## config.mk

```make
export PLATFORM = sky130hd
export DESIGN_NAME = ysyx_23060203_mem_arbiter
export DESIGN_NICKNAME = d
export VERILOG_FILES = /design/src/rtl/ysyx_23060203_mem_pkg.sv /design/src/rtl/ysyx_23060203_mem_watchdog.sv /design/src/rtl/ysyx_23060203_mem_arbiter.sv
export SDC_FILE = /design/constraint.sdc
export NUM_CORES = 1
export LEC_CHECK = 0
export ABC_AREA = 1
export BUFFER_PORTS_ARGS = -buffer_cell sky130_fd_sc_hd__buf_4
export CORE_AREA = 2 2 107 151
export CTS_CLUSTER_DIAMETER = 100
export CTS_CLUSTER_SIZE = 20
export DETAILED_ROUTE_END_ITERATION = 16
export DIE_AREA = 0 0 109 153
export HOLD_SLACK_MARGIN = 0.06
export PLACE_DENSITY = 0.69
export REMOVE_ABC_BUFFERS = 1
export SLEW_MARGIN = 20
export SYNTH_ARGS = -nofsm -noshare
export SYNTH_HDL_FRONTEND = slang
export SYNTH_SLANG_ARGS = --single-unit
```

## constraint.sdc

```tcl
create_clock -name clk_i -period 2.95 [get_ports clk_i]
set_input_delay 0 -clock clk_i [delete_from_list [all_inputs] [get_ports clk_i]]
set_output_delay 0 -clock clk_i [all_outputs]
set_load 0.01 [all_outputs]
```

## src/rtl/ysyx_23060203_mem_pkg.sv

```systemverilog
// Shared types and memory function codes for the IFU/LSU memory arbiter.
package ysyx_23060203_mem_pkg;

    typedef enum logic [1:0] {
        ST_IDLE  = 2'd0,
        ST_ISSUE = 2'd1,
        ST_WAIT  = 2'd2,
        ST_RESP  = 2'd3
    } arb_state_e;

    typedef enum logic {
        OWN_IFU = 1'b0,
        OWN_LSU = 1'b1
    } owner_e;

    // Width/sign codes shared with the EXU load/store unit.
    localparam logic [2:0] FUNC_B  = 3'b000;
    localparam logic [2:0] FUNC_H  = 3'b001;
    localparam logic [2:0] FUNC_W  = 3'b010;
    localparam logic [2:0] FUNC_BU = 3'b100;
    localparam logic [2:0] FUNC_HU = 3'b101;

    localparam logic [2:0] FUNC_WORD = FUNC_W;

endpackage

```

## src/rtl/ysyx_23060203_mem_watchdog.sv

```systemverilog
// Cycle counter that flags a memory response overdue after TIMEOUT_CYC cycles.
// TIMEOUT_CYC = 0 disables the timeout output.
module ysyx_23060203_mem_watchdog #(
    parameter int unsigned TIMEOUT_CYC = 1023,
    parameter int unsigned CNT_W       = 10
) (
    input  logic clk_i,
    input  logic rst_ni,
    input  logic clr_i,
    input  logic en_i,
    output logic timeout_o
);

    localparam logic [CNT_W-1:0] LAST = (TIMEOUT_CYC == 0) ? '0 : CNT_W'(TIMEOUT_CYC - 1);

    logic [CNT_W-1:0] cnt_q, cnt_d;

    always_comb begin
        cnt_d = cnt_q;
        if (clr_i) begin
            cnt_d = '0;
        end else if (en_i) begin
            cnt_d = cnt_q + CNT_W'(1);
        end
    end

    always_ff @(posedge clk_i or negedge rst_ni) begin
        if (!rst_ni) begin
            cnt_q <= '0;
        end else begin
            cnt_q <= cnt_d;
        end
    end

    assign timeout_o = (TIMEOUT_CYC != 0) && en_i && (cnt_q == LAST);

endmodule

```

## src/rtl/ysyx_23060203_mem_arbiter.sv

```systemverilog
// Shares the single core memory port between the IFU and the LSU, one transaction at a time.
// state | meaning
// IDLE  | grant one requester and latch its request
// ISSUE | present latched request on mem_* until accepted
// WAIT  | await memory response or watchdog timeout
// RESP  | one-cycle response pulse to the owner
module ysyx_23060203_mem_arbiter
    import ysyx_23060203_mem_pkg::*;
#(
    parameter int unsigned ARB_MODE    = 0,
    parameter int unsigned TIMEOUT_CYC = 1023,
    parameter int unsigned CNT_W       = 10
) (
    input  logic        clk_i,
    input  logic        rst_ni,

    input  logic        ifu_req_valid_i,
    output logic        ifu_req_ready_o,
    input  logic [31:0] ifu_addr_i,
    output logic        ifu_resp_valid_o,
    output logic [31:0] ifu_rdata_o,
    output logic        ifu_resp_err_o,

    input  logic        lsu_req_valid_i,
    output logic        lsu_req_ready_o,
    input  logic        lsu_wen_i,
    input  logic [2:0]  lsu_func_i,
    input  logic [31:0] lsu_addr_i,
    input  logic [31:0] lsu_wdata_i,
    output logic        lsu_resp_valid_o,
    output logic [31:0] lsu_rdata_o,
    output logic        lsu_resp_err_o,

    output logic        mem_req_valid_o,
    input  logic        mem_req_ready_i,
    output logic        mem_wen_o,
    output logic [2:0]  mem_func_o,
    output logic [31:0] mem_addr_o,
    output logic [31:0] mem_wdata_o,
    input  logic        mem_resp_valid_i,
    input  logic [31:0] mem_rdata_i,
    input  logic        mem_resp_err_i
);

    arb_state_e  state_q, state_d;
    owner_e      owner_q, owner_d;
    owner_e      last_owner_q, last_owner_d;
    logic [31:0] addr_q, addr_d;
    logic        wen_q, wen_d;
    logic [2:0]  func_q, func_d;
    logic [31:0] wdata_q, wdata_d;
    logic [31:0] ifu_rdata_q, ifu_rdata_d;
    logic        ifu_err_q, ifu_err_d;
    logic [31:0] lsu_rdata_q, lsu_rdata_d;
    logic        lsu_err_q, lsu_err_d;

    logic        grant_lsu;
    logic        wd_clr;
    logic        wd_timeout;
    logic        rsp_load;
    logic [31:0] rsp_data;
    logic        rsp_err;

    // Round-robin only matters on contention: the previous owner yields.
    assign grant_lsu = lsu_req_valid_i &&
                       ((ARB_MODE == 0) || !ifu_req_valid_i || (last_owner_q == OWN_IFU));

    assign lsu_req_ready_o  = (state_q == ST_IDLE) && grant_lsu;
    assign ifu_req_ready_o  = (state_q == ST_IDLE) && ifu_req_valid_i && !grant_lsu;

    assign mem_req_valid_o  = (state_q == ST_ISSUE);
    assign mem_wen_o        = wen_q;
    assign mem_func_o       = func_q;
    assign mem_addr_o       = addr_q;
    assign mem_wdata_o      = wdata_q;

    assign ifu_resp_valid_o = (state_q == ST_RESP) && (owner_q == OWN_IFU);
    assign lsu_resp_valid_o = (state_q == ST_RESP) && (owner_q == OWN_LSU);
    assign ifu_rdata_o      = ifu_rdata_q;
    assign ifu_resp_err_o   = ifu_err_q;
    assign lsu_rdata_o      = lsu_rdata_q;
    assign lsu_resp_err_o   = lsu_err_q;

    ysyx_23060203_mem_watchdog #(
        .TIMEOUT_CYC (TIMEOUT_CYC),
        .CNT_W       (CNT_W)
    ) u_watchdog (
        .clk_i     (clk_i),
        .rst_ni    (rst_ni),
        .clr_i     (wd_clr),
        .en_i      (state_q == ST_WAIT),
        .timeout_o (wd_timeout)
    );

    always_comb begin
        state_d      = state_q;
        owner_d      = owner_q;
        last_owner_d = last_owner_q;
        addr_d       = addr_q;
        wen_d        = wen_q;
        func_d       = func_q;
        wdata_d      = wdata_q;
        ifu_rdata_d  = ifu_rdata_q;
        ifu_err_d    = ifu_err_q;
        lsu_rdata_d  = lsu_rdata_q;
        lsu_err_d    = lsu_err_q;
        wd_clr       = 1'b0;
        rsp_load     = 1'b0;
        rsp_data     = '0;
        rsp_err      = 1'b0;

        case (state_q)
            ST_IDLE: begin
                if (lsu_req_ready_o) begin
                    addr_d  = lsu_addr_i;
                    wen_d   = lsu_wen_i;
                    func_d  = lsu_func_i;
                    wdata_d = lsu_wdata_i;
                    owner_d = OWN_LSU;
                    state_d = ST_ISSUE;
                end else if (ifu_req_ready_o) begin
                    addr_d  = ifu_addr_i;
                    wen_d   = 1'b0;
                    func_d  = FUNC_WORD;
                    wdata_d = '0;
                    owner_d = OWN_IFU;
                    state_d = ST_ISSUE;
                end
            end
            ST_ISSUE: begin
                if (mem_req_ready_i) begin
                    wd_clr  = 1'b1;
                    state_d = ST_WAIT;
                end
            end
            ST_WAIT: begin
                // A real response takes precedence over a simultaneous timeout.
                if (mem_resp_valid_i) begin
                    rsp_load = 1'b1;
                    rsp_data = mem_rdata_i;
                    rsp_err  = mem_resp_err_i;
                end else if (wd_timeout) begin
                    rsp_load = 1'b1;
                    rsp_err  = 1'b1;
                end
            end
            ST_RESP: begin
                last_owner_d = owner_q;
                state_d      = ST_IDLE;
            end
            default: state_d = ST_IDLE;
        endcase

        if (rsp_load) begin
            state_d = ST_RESP;
            if (owner_q == OWN_LSU) begin
                lsu_rdata_d = rsp_data;
                lsu_err_d   = rsp_err;
            end else begin
                ifu_rdata_d = rsp_data;
                ifu_err_d   = rsp_err;
            end
        end
    end

    always_ff @(posedge clk_i or negedge rst_ni) begin
        if (!rst_ni) begin
            state_q      <= ST_IDLE;
            owner_q      <= OWN_IFU;
            last_owner_q <= OWN_IFU;
            addr_q       <= '0;
            wen_q        <= 1'b0;
            func_q       <= '0;
            wdata_q      <= '0;
            ifu_rdata_q  <= '0;
            ifu_err_q    <= 1'b0;
            lsu_rdata_q  <= '0;
            lsu_err_q    <= 1'b0;
        end else begin
            state_q      <= state_d;
            owner_q      <= owner_d;
            last_owner_q <= last_owner_d;
            addr_q       <= addr_d;
            wen_q        <= wen_d;
            func_q       <= func_d;
            wdata_q      <= wdata_d;
            ifu_rdata_q  <= ifu_rdata_d;
            ifu_err_q    <= ifu_err_d;
            lsu_rdata_q  <= lsu_rdata_d;
            lsu_err_q    <= lsu_err_d;
        end
    end

endmodule

```

==> impl_metrics.py <==
metrics = {
    "worst_setup_path": {
        "worstPathRequired_ns": 3.30,
        "cp_max_fo": 61,
        "crit_chain": "inv_1 > ha_1 > nand2_2 > buf_4 > inv_2 > buf_12 > nor2_1 > o21ai_1 > dlygate4sd3_1",
        "critPathKind": "flop to flop",
        "endpoint_kind": "flop",
        "slowest_delay_ns": 0.56,
        "worst_r2r_path_depth": 9,
        "arrival_ns": 3.00,
        "start_kind": "flop",
        "crit_slowest_cell": "dlygate4sd3_1",
    },
    "drt": {
        "detail_route.vias_per_cell": 4.96,
        "drc": 0,
        "vias": 6072,
        "routedWlPerCell_um": 16.4,
        "dr.pass1.iters": 5,
        "ant_nets": 0,
        "drt_iter0_drc": 394,
        "totalWireLength_um": 20100,
    },
    "floorplan": {
        "dieHeight_um": 153,
        "core_sq_mm": 0.0153,
        "rows": 54,
        "start_util_pct": 39.3,
        "die_width_um": 109,
        "ios": 278,
        "dieArea_sq_mm": 0.0167,
    },
    "timing": {
        "maxSlewHeadroom_pct": 57.8,
        "finalCriticalPeriod_ns": 2.65,
        "rsz0062_at_grt": "false",
        "tns_ns": 0,
        "hold_violations": 0,
        "clock.fmax_mhz": 377,
        "clock-skew-final_ns": 0.0166,
        "worstMarginPinSlew_ns": 0.633,
        "period_share_pct": 89.8,
        "finalSetupViolCount": 0,
        "slew_violations": 0,
    },
    "clocking": {
        "cts_made_buffers": 17,
        "clk_path_buf_depth": 2,
        "cts.root.buffer_cell": "clkbuf_16",
        "clkSinkCount": 147,
        "htree_levels": 4,
        "cts_tree": "done",
        "path_clk_slew_ns": 0.07,
        "post-cts-setup-buffer-count": 0,
        "clkLatencyLatePin_ns": 0.42,
    },
    "global_route": {
        "grt_pass1_vias": 6316,
        "grt_max_degree": 74,
        "antenna_found_initial": 0,
        "grtUsageTotal_pct": 24.4,
        "grt_pass1_wl_um": 31800,
        "grt_overflow": 0,
    },
    "synth": {
        "synthCells": 609,
        "ys_types": 27,
        "synth.area.top_cells": "dfrtp_1, nand2_1, o21ai_1",
        "yosysWarnings": 0,
        "ys_seq_area_share_pct": 61.0,
        "yosysTopAreaCell": "dfrtp_1",
        "synth_area_sq_mm": 0.00603,
        "yosysTopAreaCellShare_pct": 61.0,
        "avgSynthCellArea_sq_um": 9.90,
        "postSynthRegisterBits": 147,
    },
    "final_layout": {
        "layout-drive-gt1-share_pct": 33.2,
        "layout_common_cells": "buf_4, dfrtp_1, nand2_1, dlygate4sd3_1, o21ai_1",
        "final_common_cell": "buf_4",
        "insertedDiodeCount": 0,
        "syn2layout_area_growth_pct": 69.3,
        "num-nets-final": 1160,
    },
    "pwr": {
        "irDropWorstVdd_mv": 0.503,
        "power_switching_uw": 3880,
        "powerDensity_mw_per_mm2": 1020,
        "p_int_uw": 6570,
        "seqPwrFrac_pct": 34.1,
        "swShare_pct": 37.2,
        "cellLeakagePower_uw": 0.00509,
        "p_comb_share_pct": 45.3,
        "fin_total_pwr_uw": 10400,
        "p_clk_share_pct": 20.6,
    },
    "run": {
        "cap_violations": 0,
    },
    "place": {
        "dpl.hpwl_um": 12400,
        "globalplace.congestion": 0.833,
        "io_buffers": 277,
    },
    "min_path": {
        "hp-class": "input pin to async pin",
    },
    "run_status": {
        "status": "completed",
    },
}
-- flip-flops by register name, summed over array words and instances (netlist names), 2 cells and up --
register / count
mem_addr_o: 32
state_q: 2
ifu_rdata_o: 32
lsu_rdata_o: 32
mem_wdata_o: 32
u_watchdog.cnt_q: 10
mem_func_o: 3
-- Yosys cell counts --
master,number
dfrtp_1,147
nand2_1,145
o21ai_1,81
o21ai_0,53
nor2_1,46
a22o_1,35
buf_2,18
inv_1,17
nand2_2,9
buf_6,8
clkbuf_1,8
nand3_1,8
ha_1,6
a21oi_1,5
nand2_4,5
buf_4,3
nor3_1,3
inv_2,2
o21ai_2,2
a211oi_1,1
a31oi_1,1
nand3_2,1
nand3b_1,1
nor2_2,1
nor2_4,1
nor3b_1,1
o22a_1,1
-- cell type report --
cell class              instances  area (sq um)
repair buffers                424          3560
flip-flops and latches        147          3680
inverters                      19          73.8
clock inverters                15           169
well taps                     196           245
fillers                      1195          5140
clock buffers                  17           425
multi-input cells             406          2040
-- stage by stage --
step           instance area [sq um]  instances  worst slack, ns  utilization (%)  hold slack (ns)
6_report                       10200       1224            0.300             66.5           0.0994
5_1_grt                        10200       1224           0.0422             66.5            0.101
4_1_cts                        10200       1224            0.250             66.5           0.0996
3_5_place_dp                    8220       1055            0.785             53.6           -0.111
3_3_place_gp                    8220       1055            0.876             53.6           -0.116
2_1_floorplan                   5790        572            0.595                -           -0.296
-- worst paths after layout --
kind / start / endpoint / slack [ns]
max: state_q[0] / mem_addr_o[22] / 0.30
min: rst_ni / mem_addr_o[1] / 0.1
max reg2reg: state_q[0] / mem_addr_o[22] / 0.30
min reg2reg: ifu_rdata_o[1] / ifu_rdata_o[1] / 0.49
max in group asynchronous: rst_ni / mem_wdata_o[12] / 2.20
min in group clk_i: ifu_req_valid_i / mem_wdata_o[8] / 0.26
-- cell families (layout without fill, tap and decap cells) --
family | after synthesis | in the layout | synth area share [%]
adders and majority gates | 6 | 6 | 1.25
and+or+nand+nor | 221 | 221 | 15.4
DFF | 147 | 147 | 61.0
AOI/OAI and AO/OA | 179 | 179 | 17.3
buffers and inverters | 56 | 475 | 5.04
-- power groups by stage --
stage | registers, uW | clock network (uW) | logic (uW)
after detailed placement | 3550 | 0 | 4170
after floorplan | 3920 | 0 | 1480
final | 3570 | 2150 | 4730
after global placement | 3550 | 0 | 4090
after global routing | 3670 | 2260 | 5170
after CTS | 3550 | 2180 | 4690
-- worst max-delay path: cells and delay by family, from the launching register on --
| family | cells | cell delay, ns |
|---|---|---|
| DFF | 1 | 0.41 |
| AOI/OAI and AO/OA | 1 | 0.15 |
| and+or+nand+nor | 2 | 0.33 |
| adders and majority gates | 1 | 0.21 |
| buffers and inverters | 5 | 1.42 |
-- timing repair --
action	CTS	global route
hold buffers	137	0
hold endpoints to repair	287	0
endpoints found under the setup margin	0	3
gates resized for setup	0	2
-- metal layers --
| metal | track usage (%) | vias up | share of wire [%] |
|---|---|---|---|
| li1 | - | 2849 | - |
| met1 | 29.1 | 2899 | 38 |
| met2 | 43.0 | 292 | 53 |
| met3 | 5.12 | 32 | 7.1 |
| met4 | 7.94 | 0 | 2.2 |
| met5 | 0 | - | 0 |
Note: power is estimated with default switching activity, not from simulation.
